===== config.mk =====
export PLATFORM = sky130hd
export DESIGN_NAME = demux_tdm_sequencer
export DESIGN_NICKNAME = d
export VERILOG_FILES = /design/src/rtl/demux_tdm_sequencer.sv
export SDC_FILE = /design/constraint.sdc
export NUM_CORES = 1
export LEC_CHECK = 0
export CAP_MARGIN = 20
export CORE_AREA = 2 2 39 41
export CTS_CLUSTER_DIAMETER = 50
export CTS_CLUSTER_SIZE = 16
export DETAILED_ROUTE_END_ITERATION = 8
export DIE_AREA = 0 0 41 43
export GPL_TIMING_DRIVEN = 0
export HOLD_SLACK_MARGIN = 0.12
export PLACE_DENSITY = 0.74
export SETUP_SLACK_MARGIN = 0.2
export SLEW_MARGIN = 20
export SYNTH_ARGS = -nofsm -noshare
export SYNTH_HDL_FRONTEND = slang
export SYNTH_SLANG_ARGS = --single-unit

===== constraint.sdc =====
create_clock -name clock -period 1.2 [get_ports clock]
set_input_delay 0.24 -clock clock [delete_from_list [all_inputs] [get_ports clock]]
set_output_delay 0.24 -clock clock [all_outputs]
set_load 0.01 [all_outputs]

===== src/rtl/demux_tdm_sequencer.sv =====
// ---------------------------------------------------------------------------
// demux_tdm_sequencer
//
// Time-division sequencer placed directly upstream of a 1-to-4 demultiplexer.
// Items arrive from a producer over an active-low dav_ / active-high rfd
// handshake. The registered index p = {b1,b0} steers the current item to
// demultiplexer output p. A shadow copy of the frame being assembled is kept
// in s[3:0], and it is transferred to z3..z0 in one step when the fourth item
// completes its handshake. Downstream logic therefore never sees a partial
// frame.
//
// Parameters:
//   W         width of the data item x and of each z output
//
// Ports:
//   clock     system clock; all state changes on the rising edge
//   reset_    synchronous active-low reset; has priority over every input
//   x         data item, valid while dav_ = 0
//   dav_      data-available from producer, active low
//   rfd       ready-for-data to producer, active high
//   restart   synchronous frame restart (WAIT only); discards a partial frame
//   b1, b0    demultiplexer command variables, {b1,b0} = p
//   z3..z0    last completed frame; zk holds the item received at index k
//   frame_ok  one-cycle pulse on the cycle z3..z0 present a new frame
// ---------------------------------------------------------------------------
module demux_tdm_sequencer #(
  parameter int W = 1
) (
  input  logic         clock,
  input  logic         reset_,
  input  logic [W-1:0] x,
  input  logic         dav_,
  output logic         rfd,
  input  logic         restart,
  output logic         b1,
  output logic         b0,
  output logic [W-1:0] z3,
  output logic [W-1:0] z2,
  output logic [W-1:0] z1,
  output logic [W-1:0] z0,
  output logic         frame_ok
);

  // WAIT: ready for an item (rfd = 1). ACK: item taken, waiting for dav_ = 1.
  typedef enum logic {
    ST_WAIT = 1'b0,
    ST_ACK  = 1'b1
  } state_e;

  state_e       state_q,    state_d;
  logic [1:0]   p_q,        p_d;
  logic         rfd_q,      rfd_d;
  logic         frame_ok_q, frame_ok_d;
  logic [W-1:0] s_q [4];
  logic [W-1:0] s_d [4];
  logic [W-1:0] z_q [4];
  logic [W-1:0] z_d [4];

  // -------------------------------------------------------------------------
  // Next-state logic
  // -------------------------------------------------------------------------
  always_comb begin
    // NOTE: every signal gets a hold/default value before the case so that no
    // path leaves it unassigned; otherwise synthesis infers a latch.
    state_d    = state_q;
    p_d        = p_q;
    rfd_d      = rfd_q;
    s_d        = s_q;
    z_d        = z_q;
    frame_ok_d = 1'b0;

    case (state_q)
      ST_WAIT: begin
        if (restart) begin
          // restart wins over a simultaneous dav_ = 0: the item is not taken
          // and the producer keeps waiting for rfd to drop.
          p_d = '0;
          for (int k = 0; k < 4; k++) s_d[k] = '0;
        end else if (!dav_) begin
          s_d[p_q] = x;
          rfd_d    = 1'b0;
          state_d  = ST_ACK;
        end
      end

      ST_ACK: begin
        // restart is deliberately ignored here; only dav_ returning high
        // closes the handshake, so one held-low dav_ yields one item.
        if (dav_) begin
          rfd_d   = 1'b1;
          state_d = ST_WAIT;
          if (p_q == 2'd3) begin
            // s_q[3] already holds the item captured on entry to ACK, so the
            // whole frame is complete and can be published at once.
            p_d        = '0;
            z_d        = s_q;
            frame_ok_d = 1'b1;
          end else begin
            p_d = p_q + 2'd1;
          end
        end
      end

      default: begin
        state_d = ST_WAIT;
        rfd_d   = 1'b1;
      end
    endcase
  end

  // -------------------------------------------------------------------------
  // State registers
  // -------------------------------------------------------------------------
  always_ff @(posedge clock) begin
    // NOTE: non-blocking assignments here so every register samples the
    // pre-edge value of its neighbours regardless of statement order.
    if (!reset_) begin
      state_q    <= ST_WAIT;
      p_q        <= '0;
      rfd_q      <= 1'b1;
      frame_ok_q <= 1'b0;
      // NOTE: the shadow and output frame registers are reset explicitly; the
      // outputs must read zero after reset and a partial frame must never
      // leak stale data, so these are real flops, not RAM.
      for (int k = 0; k < 4; k++) begin
        s_q[k] <= '0;
        z_q[k] <= '0;
      end
    end else begin
      state_q    <= state_d;
      p_q        <= p_d;
      rfd_q      <= rfd_d;
      frame_ok_q <= frame_ok_d;
      s_q        <= s_d;
      z_q        <= z_d;
    end
  end

  // -------------------------------------------------------------------------
  // Outputs: all driven straight from registers
  // -------------------------------------------------------------------------
  assign rfd      = rfd_q;
  assign b1       = p_q[1];
  assign b0       = p_q[0];
  assign z3       = z_q[3];
  assign z2       = z_q[2];
  assign z1       = z_q[1];
  assign z0       = z_q[0];
  assign frame_ok = frame_ok_q;

endmodule


======== After elaboration in Yosys (flattened, before gate mapping) ========
Cells that the tools add are included.
word-level totals
  output and inout port bits .............. 8
  input port bits ......................... 5
  bits in registers ....................... 13
cells by class
  equality and inequality tests ........... 6
  $add $sub $neg .......................... 1
  bitwise logic cells ..................... 2
  reduce and logical (&&, ||, !) cells .... 6
  mux-type cells .......................... 17
  magnitude comparators ................... 2
operators by type and width
  kind                 number
  $reduce_and 3->1     3
  $mux 4               2
  $ne 2x2->1 const B   4
  $mux 1               7
  $mux 2               3
  $bwmux 4             1
  $pmux 1 s2           2
  $pmux 2 s2           1
  $reduce_and 2->1     2
  $ge 3x3->1 const B   1
  $lt 3x1->1 const B   1
  $not 2->3            1
  $add 2x1->2 const B  1
  $demux 1 s2          1
  $eq 2x2->1 const B   1
  $ne 2x1->1 const B   1
  $logic_and 1x1->1    1
  $not 1->1            1

======== Longest topological paths before layout ========
Gate-level depths: netlist of the first run.
  word-level depth ........................ 8
  gate-level depth with buffers ........... 4

======== Worst setup path after synthesis of the first run ========
No wires, ideal clock.
  path type ............................... register -> register
  start ................................... register p_q[0]
  end ..................................... register z_q (netlist bit z0)
  slack ................................... 106 ps
  data arrival time ....................... 974 ps
  path buffers ............................ 0
  period minus slack after synthesis ...... 1094 ps
  stages on the path, launching flop included .. 5
  required time ........................... 1080 ps
  path through ............................ dfxtp_1 ha_1 nand3_2 nand3_1 o21ai_1
between the ends
  cells in the longest elaborated chain, start to end .. 2
RTL lines
  what                               RTL line  RTL
  start, declared                    51        logic [1:0] p_q, p_d;
  start signal, assigned             131       p_q <= p_d;
  $eq 2x2->1                         92        if (p_q == 2'd3) begin
  $reduce_and 3->1 (no source line)  -
  end signal, assigned               135       z_q <= z_d;
  end, declared                      56        logic [W-1:0] z_q [4];
No other way between the ends.
A chain may end at the register's enable or synchronous reset.

======== Worst setup path in the final report of the first run ========
  start ................................... register p_q[0]
  end ..................................... output b0
RTL lines
  what           RTL line  RTL
  end, declared  36        output logic b0,
No word-level cell between the ends.

==> reports/metrics.cfg, run 1 <==
[synth]
synth_top_family_by_area=simple AND/OR/NAND/NOR gates
synthDistinctLibCells=22
synth-simple-area-share=0.201
synth_edf_count=0
synth_xor_area_frac=0.0155
async_reset_ff_frac=0
yosys.area_share.adder=0.0883
syn_area_per_cell_sq_um=9.14
synth.area.mux_share=0
synth-seq-area-share=0.459
synth_warnings=0
yosysTopAreaCell=dfxtp_1
synth_top_flop_cell=dfxtp_1
synth_compound_area_frac=0.168
yosysTopAreaCellShare=0.459
synth_cells=62
synth_common_cells=dfxtp_1, nand3_1, nand2_1
netlist_area_sq_um=567
ys_seq_elements=13
synth.most_common_cell=dfxtp_1
ys_top_cells_by_area=dfxtp_1, ha_1, nand3_1
synth_nets=71

[power]
pwr-share-clk=0.331
leakage_nw=0.318
seqPwrFrac=0.541
sw_frac_of_total=0.250
pwr-share-comb=0.128
internal-power_uw=612
power.switching_uw=203
ir_worst_vdd_mv=0.532
powerDensity_mw_per_mm2=952
total_power_uw=815

[worst_setup_path]
path_cells=buf_2
rr_worst_depth=5
reg2reg_slack_ns=0.18
crit_cells=1
r2r_end=s_q[1]
slowest_delay_ns=0.38
crit_family=flip-flops
slowest_stage=dfxtp_4
worstPathMaxFanout=4
cp_data_arrival_time_ns=0.78
cp-start-kind=flip-flop
r2r_start=p_q[0]
endpoint=b0
critPathKind=reg2out
crit_path_start=p_q[0]
worst-path-buf-inv=1
end_kind=output port
required_ns=0.96

[route]
drt_wl_total_um=1240
drt_iter0_markers=7
wl_met1_um=545
top_layer_used=met3
dr_total_vias=523
drcViolationCount=0
wl_per_cell_um=12.7
drtAntennaViolNets=0
first_pass_iters=4
post_drt_via_cell_ratio=5.34
wl_met3_um=86
dr_wl_met2_um=611

[outcome]
outcome=finished clean

[sta]
tns_ns=0
period_minus_slack_ns=1.02
finalCritPeriodShare=0.850
fmax_mhz=981
fin_ws_ns=0.180
relSlewSlack=0.821
setup_violations=0
drv_slew=0
clock_skew_ns=0.00102
rsz0062_at_grt=true
worst_pin_slew_ns=0.268
finalHoldViolCount=0

[placement]
dp_hpwl_um=765
dp_worst_setup_slack_ns=-0.124
gp_congestion=0.743
numPortBuffers=11

[die]
die-height_um=43
start_util=0.410
dieArea_sq_mm=0.00176
pin_count=13
die_w_um=41
num_rows=14
core_sq_mm=0.00138

[cts]
cts_buffer_depth=2
cts_sinks=13
clock_latency_ns=0.27
numCtsBuffers=3
clockRootBuffer=clkbuf_4
htree_levels=1
cts.clk_slew.worst_paths_ns=0.08
cts_tree=built

[layout]
drive_gt1_frac=0.512
syn_to_final_growth_pct=51.0
antennaDiodeCount=0
fin_nets=92
fillers=120
utilization=0.618

[global_routing]
antenna_found_initial=0
grt_usage=0.161
grt_start_max_net_pins=11
grt_pass1_wl_um=1860
gr-total-overflow=0
grt_pass1_vias=450

[worst_hold_path]
hold_class=in2reg

[job]
drv_cap=0

-- sequential cells by signal, summed over array words and instances, names as in the netlist --
signal	cells
s_q	4
z3	1
z0	1
frame_ok	1
state_q	1
rfd	1
p_q	2
z1	1
z2	1
-- routing by layer --
layer,vias to the layer above,track usage
li1,260,-
met1,245,0.179
met2,18,0.253
met3,0,0.0628
met4,0,0.0800
met5,-,0
-- layout make-up --
cell class              instances  area (sq um)  share of cell area
well taps                      16          20.0              0.0234
clock buffers                   4          26.3              0.0307
repair buffers                 16           123               0.143
flip-flops and latches         13           274               0.320
plain buffers                   3          23.8              0.0278
inverters                       4          23.8              0.0278
multi-input cells              42           365               0.427
-- metrics by stage --
step | cells | hold WS, ns | cell area [sq um]
detailed placement | 89 | 0.443 | 709
global route | 98 | 0.257 | 856
finish | 98 | 0.258 | 856
floorplan | 62 | 0.397 | 579
CTS | 95 | 0.236 | 753
global placement | 89 | 0.436 | 709
-- layout by cell type, fill, tap and decap left out, drive strengths merged, types with 4 or more instances in the layout --
master,instances
a31oi,4
dfxtp,13
a211oi,4
clkbuf,4
nand3,7
o21ai,5
ha,4
buf,16
nand2,6
-- what timing repair did --
action | CTS | global route
endpoints found under the setup margin | 16 | 12
pin swaps | 5 | 3
buffers inserted | 2 | 3
resized for setup | 49 | 13
hold buffers | 0 | 0
-- worst min path at each step --
stage / from / cells past startpoint / to / slack (ns)
2_1_floorplan: reset_ / 2 / state_q / 0.40
3_3_place_gp: s_q[3] / 2 / z0 / 0.44
3_5_place_dp: s_q[0] / 2 / z3 / 0.44
4_1_cts: dav_ / 2 / state_q / 0.24
5_1_grt: dav_ / 2 / state_q / 0.26
6_report: dav_ / 2 / state_q / 0.26
-- power groups by stage --
stage / clock [mW] / combinational, mW / sequential, mW
2_1_floorplan: 0 / 0.0459 / 0.455
3_3_place_gp: 0 / 0.0738 / 0.454
3_5_place_dp: 0 / 0.0760 / 0.454
4_1_cts: 0.277 / 0.0797 / 0.440
5_1_grt: 0.299 / 0.113 / 0.442
6_report: 0.270 / 0.104 / 0.441
-- logic make-up after synthesis --
family                     Yosys count
and+or+nand+nor                     21
DFF                                 13
AOI/OAI and AO/OA                   16
buffers and inverters                7
xor gates and xnor gates             1
adders and majority gates            4
Note: power is estimated with default switching activity, not from simulation.
==> run 2: changes to the inputs <==
- CORE_AREA: 2 2 39 41 -> 2 2 41 43
- DIE_AREA: 0 0 41 43 -> 0 0 43 45
- PLACE_DENSITY: 0.74 -> 0.7
- clock period: 1.2 -> 0.9 ns (I/O delays scaled with it)
==> reports/metrics.cfg, run 2 (same netlist as run 1, synthesis figures left out) <==
[cts]
cts.clk_slew.worst_paths_ns=0.09  ; about the same
numCtsBuffers=3  ; unchanged
postCtsHoldBufs=0  ; unchanged
cts_sinks=13  ; unchanged
clockRootBuffer=clkbuf_4
cts_buffer_depth=2  ; unchanged
clock_latency_ns=0.28  ; about the same
cts_tree=built
htree_levels=1  ; unchanged

[layout]
drive_gt1_frac=0.536  ; +0.0235
largest-register=s_q
final_cell_mix=buf_4, buf_6, dfxtp_1
top_regs=s_q (4), p_q (2)
utilization=0.610  ; -0.00875
largest_reg_flops=4  ; unchanged
fillers=138  ; +15%
syn_to_final_growth_pct=58.3
postLayoutCellArea_sq_um=897  ; +4.8%
fin_nets=94  ; +2.2%
antennaDiodeCount=0  ; unchanged

[die]
start_util=0.385  ; -0.0244
pin_count=13  ; unchanged
die_w_um=43  ; +4.9%
num_rows=14  ; unchanged
dieArea_sq_mm=0.00194  ; +9.8%
core_sq_mm=0.00147  ; +6.3%
die-height_um=45  ; +4.7%

[sta]
timing.hold.ws_ns=0.174  ; -0.0842 ns
setup_violations=17  ; +17
fmax_mhz=984
rsz0062_at_grt=true
finalCritPeriodShare=1.13
relSlewSlack=0.815  ; -0.00568
clock_skew_ns=0.00799  ; +0.00696 ns
fin_ws_ns=-0.116  ; -0.297 ns
drv_slew=0  ; unchanged
finalHoldViolCount=0  ; unchanged
period_minus_slack_ns=1.02
worst_pin_slew_ns=0.276  ; +0.00789 ns

[worst_setup_path]
cp-start-kind=flip-flop
worst-path-buf-inv=1  ; unchanged
rr_worst_depth=5  ; unchanged
r2r_end=z2
required_ns=1.07  ; +0.11 ns
worstPathMaxFanout=5  ; +1
reg2reg_slack_ns=-0.12  ; -0.30 ns
path_cells=buf_12 > ha_4 > nand3_4 > nand3_1 > o21ai_1
cp_data_arrival_time_ns=1.19  ; +0.41 ns
slowest_stage=dfxtp_4
crit_cells=5  ; +4
crit_path_start=p_q[0]
end_kind=flip-flop
critPathKind=reg2reg
r2r_start=p_q[0]
endpoint=z2
slowest_delay_ns=0.40  ; +0.02 ns
crit_family=flip-flops

[worst_hold_path]
hold_class=in2reg
worstHoldPathCells=2  ; unchanged

[route]
post_drt_via_cell_ratio=5.19  ; -2.7%
wl_per_cell_um=12.7  ; about the same
dr_total_vias=519  ; -0.76%
drt_iter0_markers=1  ; -6
drcViolationCount=0  ; unchanged
drt_wl_total_um=1270  ; +2.0%
first_pass_iters=2  ; -2
drtAntennaViolNets=0  ; unchanged

[power]
ir_worst_vdd_mv=0.716  ; +35%
leakage_nw=0.331  ; +4.1%
powerDensity_mw_per_mm2=1230  ; +29%
total_power_mw=1.10  ; +35%

[global_routing]
grt_pass1_wl_um=2150  ; +15%
grt_start_max_net_pins=11  ; unchanged
grt_pass1_vias=498  ; +11%
gr-total-overflow=0  ; unchanged
grt_usage=0.151  ; -0.0101
antenna_found_initial=0  ; unchanged

[outcome]
failed_checks=setup timing
outcome=complete, but fails checks

[placement]
place_area_sq_um=769  ; +8.5%
dp_hpwl_um=850  ; +11%
numPortBuffers=11  ; unchanged
gp_congestion=0.674  ; -9.4%

[job]
drv_cap=0  ; unchanged

[run 2: cell types whose count changed in the layout (fill, tap and decap cells not counted), sizes merged]
cell      previous run  this run
buf                 16        17
clkinvlp             1         0
inv                  3         4
nand3                7         8
[run 2: stage by stage]
step                      setup slack (ns)  setup TNS, ns  std cells
after global routing                -0.154          -1.83        100
after CTS                           -0.107          -1.13        100
final                               -0.116          -1.13        100
after floorplan                    -0.0116        -0.0364         62
after detailed placement            -0.474          -5.50         89
after global placement              -0.424          -5.24         89
[run 2: repair_timing]
action                     4_1_cts  5_1_grt
buffers inserted                 6        0
pin swaps                        8        6
gates resized for setup         45        5
cloned                           1        0
setup endpoints to repair       21       21
[run 2: worst min-delay path by stage]
stage	startpoint	to
finish	dav_	state_q
global route	dav_	state_q
CTS	dav_	state_q
detailed placement	s_q[1]	z2
global placement	s_q[2]	z1
floorplan	reset_	state_q
[run 2: per-layer routing]
layer | wire length, um | global-route usage | vias up
met4 | 17 | 0.0727 | 0
met2 | 681 | 0.270 | 13
met5 | 0 | 0 | -
met1 | 508 | 0.168 | 242
met3 | 61 | 0.0400 | 2
li1 | - | - | 262
[run 2: power breakdown]
group / internal (mW) / switching [mW]
clock: 0.172 / 0.204
combinational: 0.0656 / 0.0704
sequential: 0.581 / 0.00864
[run 2: cell type report]
cell class | count | area [sq um] | share of cell area
tap | 16 | 20.0 | 0.0223
clock buffer | 4 | 26.3 | 0.0293
inverter | 4 | 22.5 | 0.0251
sequential | 13 | 274 | 0.305
multi-input combinational | 43 | 358 | 0.399
buffer | 3 | 26.3 | 0.0293
timing repair buffer | 17 | 170 | 0.190
==> edit 1 (config.mk and constraints of run 1) <==
Add an input register stage for `x`, `dav_` and `restart`; this delays them by one clock.
--- a/src/rtl/demux_tdm_sequencer.sv
+++ b/src/rtl/demux_tdm_sequencer.sv
@@ -47,6 +47,16 @@
     ST_ACK  = 1'b1
   } state_e;
 
+  logic [W-1:0] x_q;
+  logic dav__q;
+  logic restart_q;
+
+  always_ff @(posedge clock) begin
+    x_q       <= x;
+    dav__q    <= dav_;
+    restart_q <= restart;
+  end
+
   state_e       state_q,    state_d;
   logic [1:0]   p_q,        p_d;
   logic         rfd_q,      rfd_d;
@@ -71,13 +81,13 @@
 
     case (state_q)
       ST_WAIT: begin
-        if (restart) begin
+        if (restart_q) begin
           // restart wins over a simultaneous dav_ = 0: the item is not taken
           // and the producer keeps waiting for rfd to drop.
           p_d = '0;
           for (int k = 0; k < 4; k++) s_d[k] = '0;
-        end else if (!dav_) begin
-          s_d[p_q] = x;
+        end else if (!dav__q) begin
+          s_d[p_q] = x_q;
           rfd_d    = 1'b0;
           state_d  = ST_ACK;
         end
@@ -86,7 +96,7 @@
       ST_ACK: begin
         // restart is deliberately ignored here; only dav_ returning high
         // closes the handshake, so one held-low dav_ yields one item.
-        if (dav_) begin
+        if (dav__q) begin
           rfd_d   = 1'b1;
           state_d = ST_WAIT;
           if (p_q == 2'd3) begin
Function: changed (Yosys sat finds a counterexample within 4 cycles, from zero or initial values and one cycle with reset_ low).
==> edit 1 against run 1 <==
  * Die area unchanged
  * Synthesized area up 11%
  * Final area up 22%
  * Total power up 27%
  * Routed wire length up 19%
  * Critical path type is now flip-flop to flip-flop
  * First-iteration DRC count down 100%
  * Count of clock-buffer cells in the layout unchanged
  * Worst setup slack worse by 76 ps
  * Combinational power up 18%
  * Sequential cell count up 3
==> edit 1: results (changes against run 1) <==
\begin{tabular}{lr}
\hline
Metric & Value \\
\hline
\multicolumn{2}{l}{\textbf{Outcome}} \\
\quad Result of the run & finished, final reports clean (unchanged) \\
\multicolumn{2}{l}{\textbf{Yosys}} \\
\quad Most common library cells after synthesis & 16 x dfxtp\_1, 6 x nand3\_1, 5 x nand2\_1 (was 13 x dfxtp\_1, 6 x nand3\_1, 5 x nand2\_1) \\
\quad Top post-synthesis cells by area & dfxtp\_1 51\%, ha\_1 8.0\%, nand3\_1 4.8\%, a211oi\_1 4.8\%, a31oi\_1 4.0\% (was dfxtp\_1 46\%, ha\_1 8.8\%, nand3\_1 5.3\%, a211oi\_1 5.3\%, a31oi\_1 4.4\%) \\
\quad Post-Syn Nets & 74 (was 71) \\
\quad Mean instance size in the synthesized netlist & 9.64 um2 (was 9.14 um2) \\
\multicolumn{2}{l}{\textbf{Global route}} \\
\quad Wire length of the first global-routing pass & 2.20 mm (was 1.86 mm) \\
\quad Grt met3 use & 0.0524 (was 0.0628) \\
\quad Overall Global Routing Usage & 0.187 (was 0.161) \\
\quad GRT met2 Usage & 0.325 (was 0.253) \\
\multicolumn{2}{l}{\textbf{Layout}} \\
\quad Fin cells & 107 (was 98) \\
\quad Final \#Nets & 101 (was 92) \\
\quad Filler cell count in the final layout & 101 (was 120) \\
\multicolumn{2}{l}{\textbf{CTS}} \\
\quad Clk pin slew, worst setup/hold paths & approximately 90 ps \\
\quad Clock latency reported for the late side of the worst-skew pair & 290 ps (was 270 ps) \\
\multicolumn{2}{l}{\textbf{Power and ir drop}} \\
\quad Leak & 0.000385 uW (was 0.000318 uW) \\
\quad IR drop worst, VDD & 750 uV (was 532 uV) \\
\multicolumn{2}{l}{\textbf{STA}} \\
\quad Layout Skew & 1.31 ps (was 1.02 ps) \\
\quad Max\_slew headroom & 0.823 (was 0.821) \\
\multicolumn{2}{l}{\textbf{Place}} \\
\quad Placed insts & 93 (was 89) \\
\quad Number of buffer cells added on primary ports & 12 (was 11) \\
\quad Final estimated routing congestion in global placement & 0.730 (was 0.743) \\
\multicolumn{2}{l}{\textbf{Detailed routing}} \\
\quad Number of detailed-route iterations in the first pass & 1 (was 4) \\
\quad Number of violations reported at the end of detailed-routing iteration 0 & 0 (was 7) \\
\quad Vias after detailed routing & 551 (was 523) \\
\quad Wire length per cell after detailed routing & 13.8 um (was 12.7 um) \\
\multicolumn{2}{l}{\textbf{Critical path}} \\
\quad Data arrival time at the worst-slack endpoint & 1300 ps (was 780 ps) \\
\hline
\end{tabular}
## edit 1: changes by cell type after synthesis
cell,run 1,this run
dfxtp_1,13,16
## edit 1: cell families after synthesis
family,count (synthesis),synth area share
AO/OA/AOI/OAI,16,0.152
XOR/XNOR,1,0.0140
adder cells (fa/ha/maj),4,0.0798
buffers and inverters,7,0.0619
flip-flops,16,0.511
AND/OR/NAND/NOR,21,0.182
## edit 1: stage by stage
step                area, um2  hold slack [ps]  utilization  setup WS [ps]  setup TNS (ps)
global placement          779              436        0.563          -27.6           -49.5
CTS                       881              383        0.637            130               0
floorplan                 639              268            -            231               0
detailed placement        779              446        0.563          -35.5            -120
global route             1040              374        0.753           71.6               0
finish                   1040              379        0.753            104               0
## edit 1: cell type report
| class | count | area, um2 | share of cell area |
|---|---|---|---|
| Buffer | 3 | 27.5 | 0.0264 |
| Clock buffer | 4 | 36.3 | 0.0348 |
| Inverter | 4 | 22.5 | 0.0216 |
| Multi-Input combinational cell | 43 | 394 | 0.378 |
| Sequential cell | 16 | 337 | 0.323 |
| Tap cell | 16 | 20.0 | 0.0192 |
| Timing Repair Buffer | 21 | 205 | 0.197 |
## edit 1: worst paths after layout
| check | start | to | slack [ps] | cells after the start |
|---|---|---|---|---|
| setup / recovery | p_q[1] | s_q[2] | 100 | 5 |
| hold / removal | dav_ | dav__q | 380 | 1 |
| setup reg to reg | p_q[1] | s_q[2] | 100 | 5 |
| hold reg to reg | s_q[1] | z2 | 460 | 2 |
## edit 1: power breakdown
part           internal, uW  total, uW  switching (uW)
sequential              541        555            13.3
combinational          64.9        123            58.6
clock                   185        359             174
## edit 1: per-layer routing
layer / vias to the layer above / share of wire
met3: 2 / 0.052
met1: 257 / 0.37
met4: 0 / 0.012
met5: - / 0
li1: 279 / -
met2: 13 / 0.56
## edit 1: repair_timing
item / in CTS / in global routing
gates resized for setup: 47 / 26
gates cloned: 1 / 1
buffers inserted: 4 / 4
setup endpoints to repair: 16 / 18
pin swaps: 7 / 10
==> edit 2 (config.mk and constraints of run 1) <==
Made on the original files. Reset style: asynchronous (`reset_`), changed in one clocked block. Comments in the files are not updated.
--- a/src/rtl/demux_tdm_sequencer.sv
+++ b/src/rtl/demux_tdm_sequencer.sv
@@ -111,7 +111,7 @@
   // -------------------------------------------------------------------------
   // State registers
   // -------------------------------------------------------------------------
-  always_ff @(posedge clock) begin
+  always_ff @(posedge clock or negedge reset_) begin
     // NOTE: non-blocking assignments here so every register samples the
     // pre-edge value of its neighbours regardless of statement order.
     if (!reset_) begin
Check against the original RTL: differs if reset_ is asserted again (counterexample within 4 cycles, from zero or initial values and one cycle with reset_ low); with reset_ held inactive, the same outputs for 10 cycles.
==> edit 2 against run 1 <==
  * The run now ends with setup timing left
  * Sequential cell count stayed put
  * Routed wire length is 16% higher
  * Final area is 14% higher
  * Worst setup slack worse by 270 ps
  * Highest routed layer is now met4
  * Synthesized area is 24% higher
  * Largest cell class unchanged
  * Clock skew is 5.3 ps higher
Power is not compared: it rests on default switching activity, and its combinational part moved more than twofold at a synthesized area within 25%.
==> edit 2: results (changes against run 1) <==
\begin{tabular}{lr}
\hline
Metric & Value \\
\hline
\multicolumn{2}{l}{\textbf{Outcome}} \\
\quad Result of the run & finished, violations left (was finished, final reports clean) \\
\quad Violated checks & setup timing \\
\multicolumn{2}{l}{\textbf{Yosys}} \\
\quad Synth Area in Compound Gates & 0.0982 (was 0.168) \\
\quad Xor and xnor area share after synthesis & 0.0125 (was 0.0155) \\
\quad Post-Syn Nets & 69 (was 71) \\
\quad Portion of the post-synthesis area used by sequential elements & 0.466 (was 0.459) \\
\quad Number of library cell types mapped by synthesis & 24 (was 22) \\
\quad Adder-cell share of the synthesized area & 0.0893 (was 0.0883) \\
\multicolumn{2}{l}{\textbf{Global route}} \\
\quad Grt met3 use & 0.0314 (was 0.0628) \\
\quad Wire length of the first global-routing pass & 2.35 mm (was 1.86 mm) \\
\quad Maximum number of pins on one net before global-route repair & 14 (was 11) \\
\quad GRT met2 Usage & 0.353 (was 0.253) \\
\quad Via count of the first global-routing pass & 547 (was 450) \\
\multicolumn{2}{l}{\textbf{Place}} \\
\quad Final estimated routing congestion in global placement & 0.763 (was 0.743) \\
\quad Number of buffer cells added on primary ports & 12 (was 11) \\
\quad Cell Area, Placed & 858 um2 (was 709 um2) \\
\quad Hpwl dp & 942 um (was 765 um) \\
\multicolumn{2}{l}{\textbf{Critical path}} \\
\quad Peak per-stage delay on the critical path & 420 ps (was 380 ps) \\
\quad Largest fanout on the critical path & 5 (was 4) \\
\quad Data arrival time at the worst-slack endpoint & 1450 ps (was 780 ps) \\
\multicolumn{2}{l}{\textbf{Layout}} \\
\quad Fraction of layout cells with a size suffix above 1 & 0.554 (was 0.512) \\
\quad Filler cell count in the final layout & 106 (was 120) \\
\multicolumn{2}{l}{\textbf{STA}} \\
\quad Post-route setup slack & -89.4 ps (was 180 ps) \\
\quad Layout Skew & 6.33 ps (was 1.02 ps) \\
\quad Final number of setup-violating endpoints & 9 (was 0) \\
\multicolumn{2}{l}{\textbf{Detailed routing}} \\
\quad Vias after detailed routing & 529 (was 523) \\
\quad Wire length after detailed routing & 1.44 mm (was 1.24 mm) \\
\quad Number of violations reported at the end of detailed-routing iteration 0 & 4 (was 7) \\
\multicolumn{2}{l}{\textbf{Hold path}} \\
\quad Path category of the worst min-delay check & input port to async pin (was input port to flip-flop) \\
\hline
\end{tabular}
-- edit 2: stage by stage --
stage / hold slack [ps] / setup slack (ps) / std cells
global placement: 494 / -325 / 87
detailed placement: 495 / -344 / 87
CTS: 345 / -96.3 / 99
finish: 322 / -89.4 / 99
floorplan: -55.6 / -1.91 / 59
global route: 360 / -141 / 99
-- edit 2: area by class of cell --
type | instances | area, um2 | share of cell area
Sequential cell | 13 | 329 | 0.338
Tap cell | 16 | 20.0 | 0.0206
Timing Repair Buffer | 20 | 164 | 0.168
Clock buffer | 4 | 26.3 | 0.0270
Buffer | 2 | 22.5 | 0.0231
Multi-Input combinational cell | 41 | 400 | 0.411
Inverter | 3 | 11.3 | 0.0116
-- edit 2: power groups by stage --
stage / combinational, uW / clock [uW] / sequential (uW)
final: 310 / 277 / 507
after global routing: 339 / 297 / 512
after CTS: 299 / 283 / 504
after detailed placement: 213 / 0 / 531
after global placement: 208 / 0 / 529
after floorplan: 111 / 0 / 535
-- edit 2: how the worst max path moves through the flow --
stage | start | to | slack [ps] | cells after the start
floorplan | p_q[1] | s_q[0] | -2 | 4
global placement | dav_ | z2 | -320 | 4
detailed placement | dav_ | z1 | -340 | 4
CTS | p_q[1] | s_q[0] | -100 | 5
global route | p_q[1] | s_q[2] | -140 | 6
finish | p_q[0] | s_q[0] | -90 | 5
-- edit 2: repair_timing --
item / CTS / global route
hold buffers: 0 / 0
setup buffers: 8 / 0
setup endpoints to repair: 19 / 18
resized for setup: 48 / 4
pin swaps: 2 / 1
-- edit 2: routing by layer --
layer	wire (um)	vias to the layer above
met2	789	12
met5	0	-
li1	-	251
met4	17	0
met1	579	263
met3	51	3
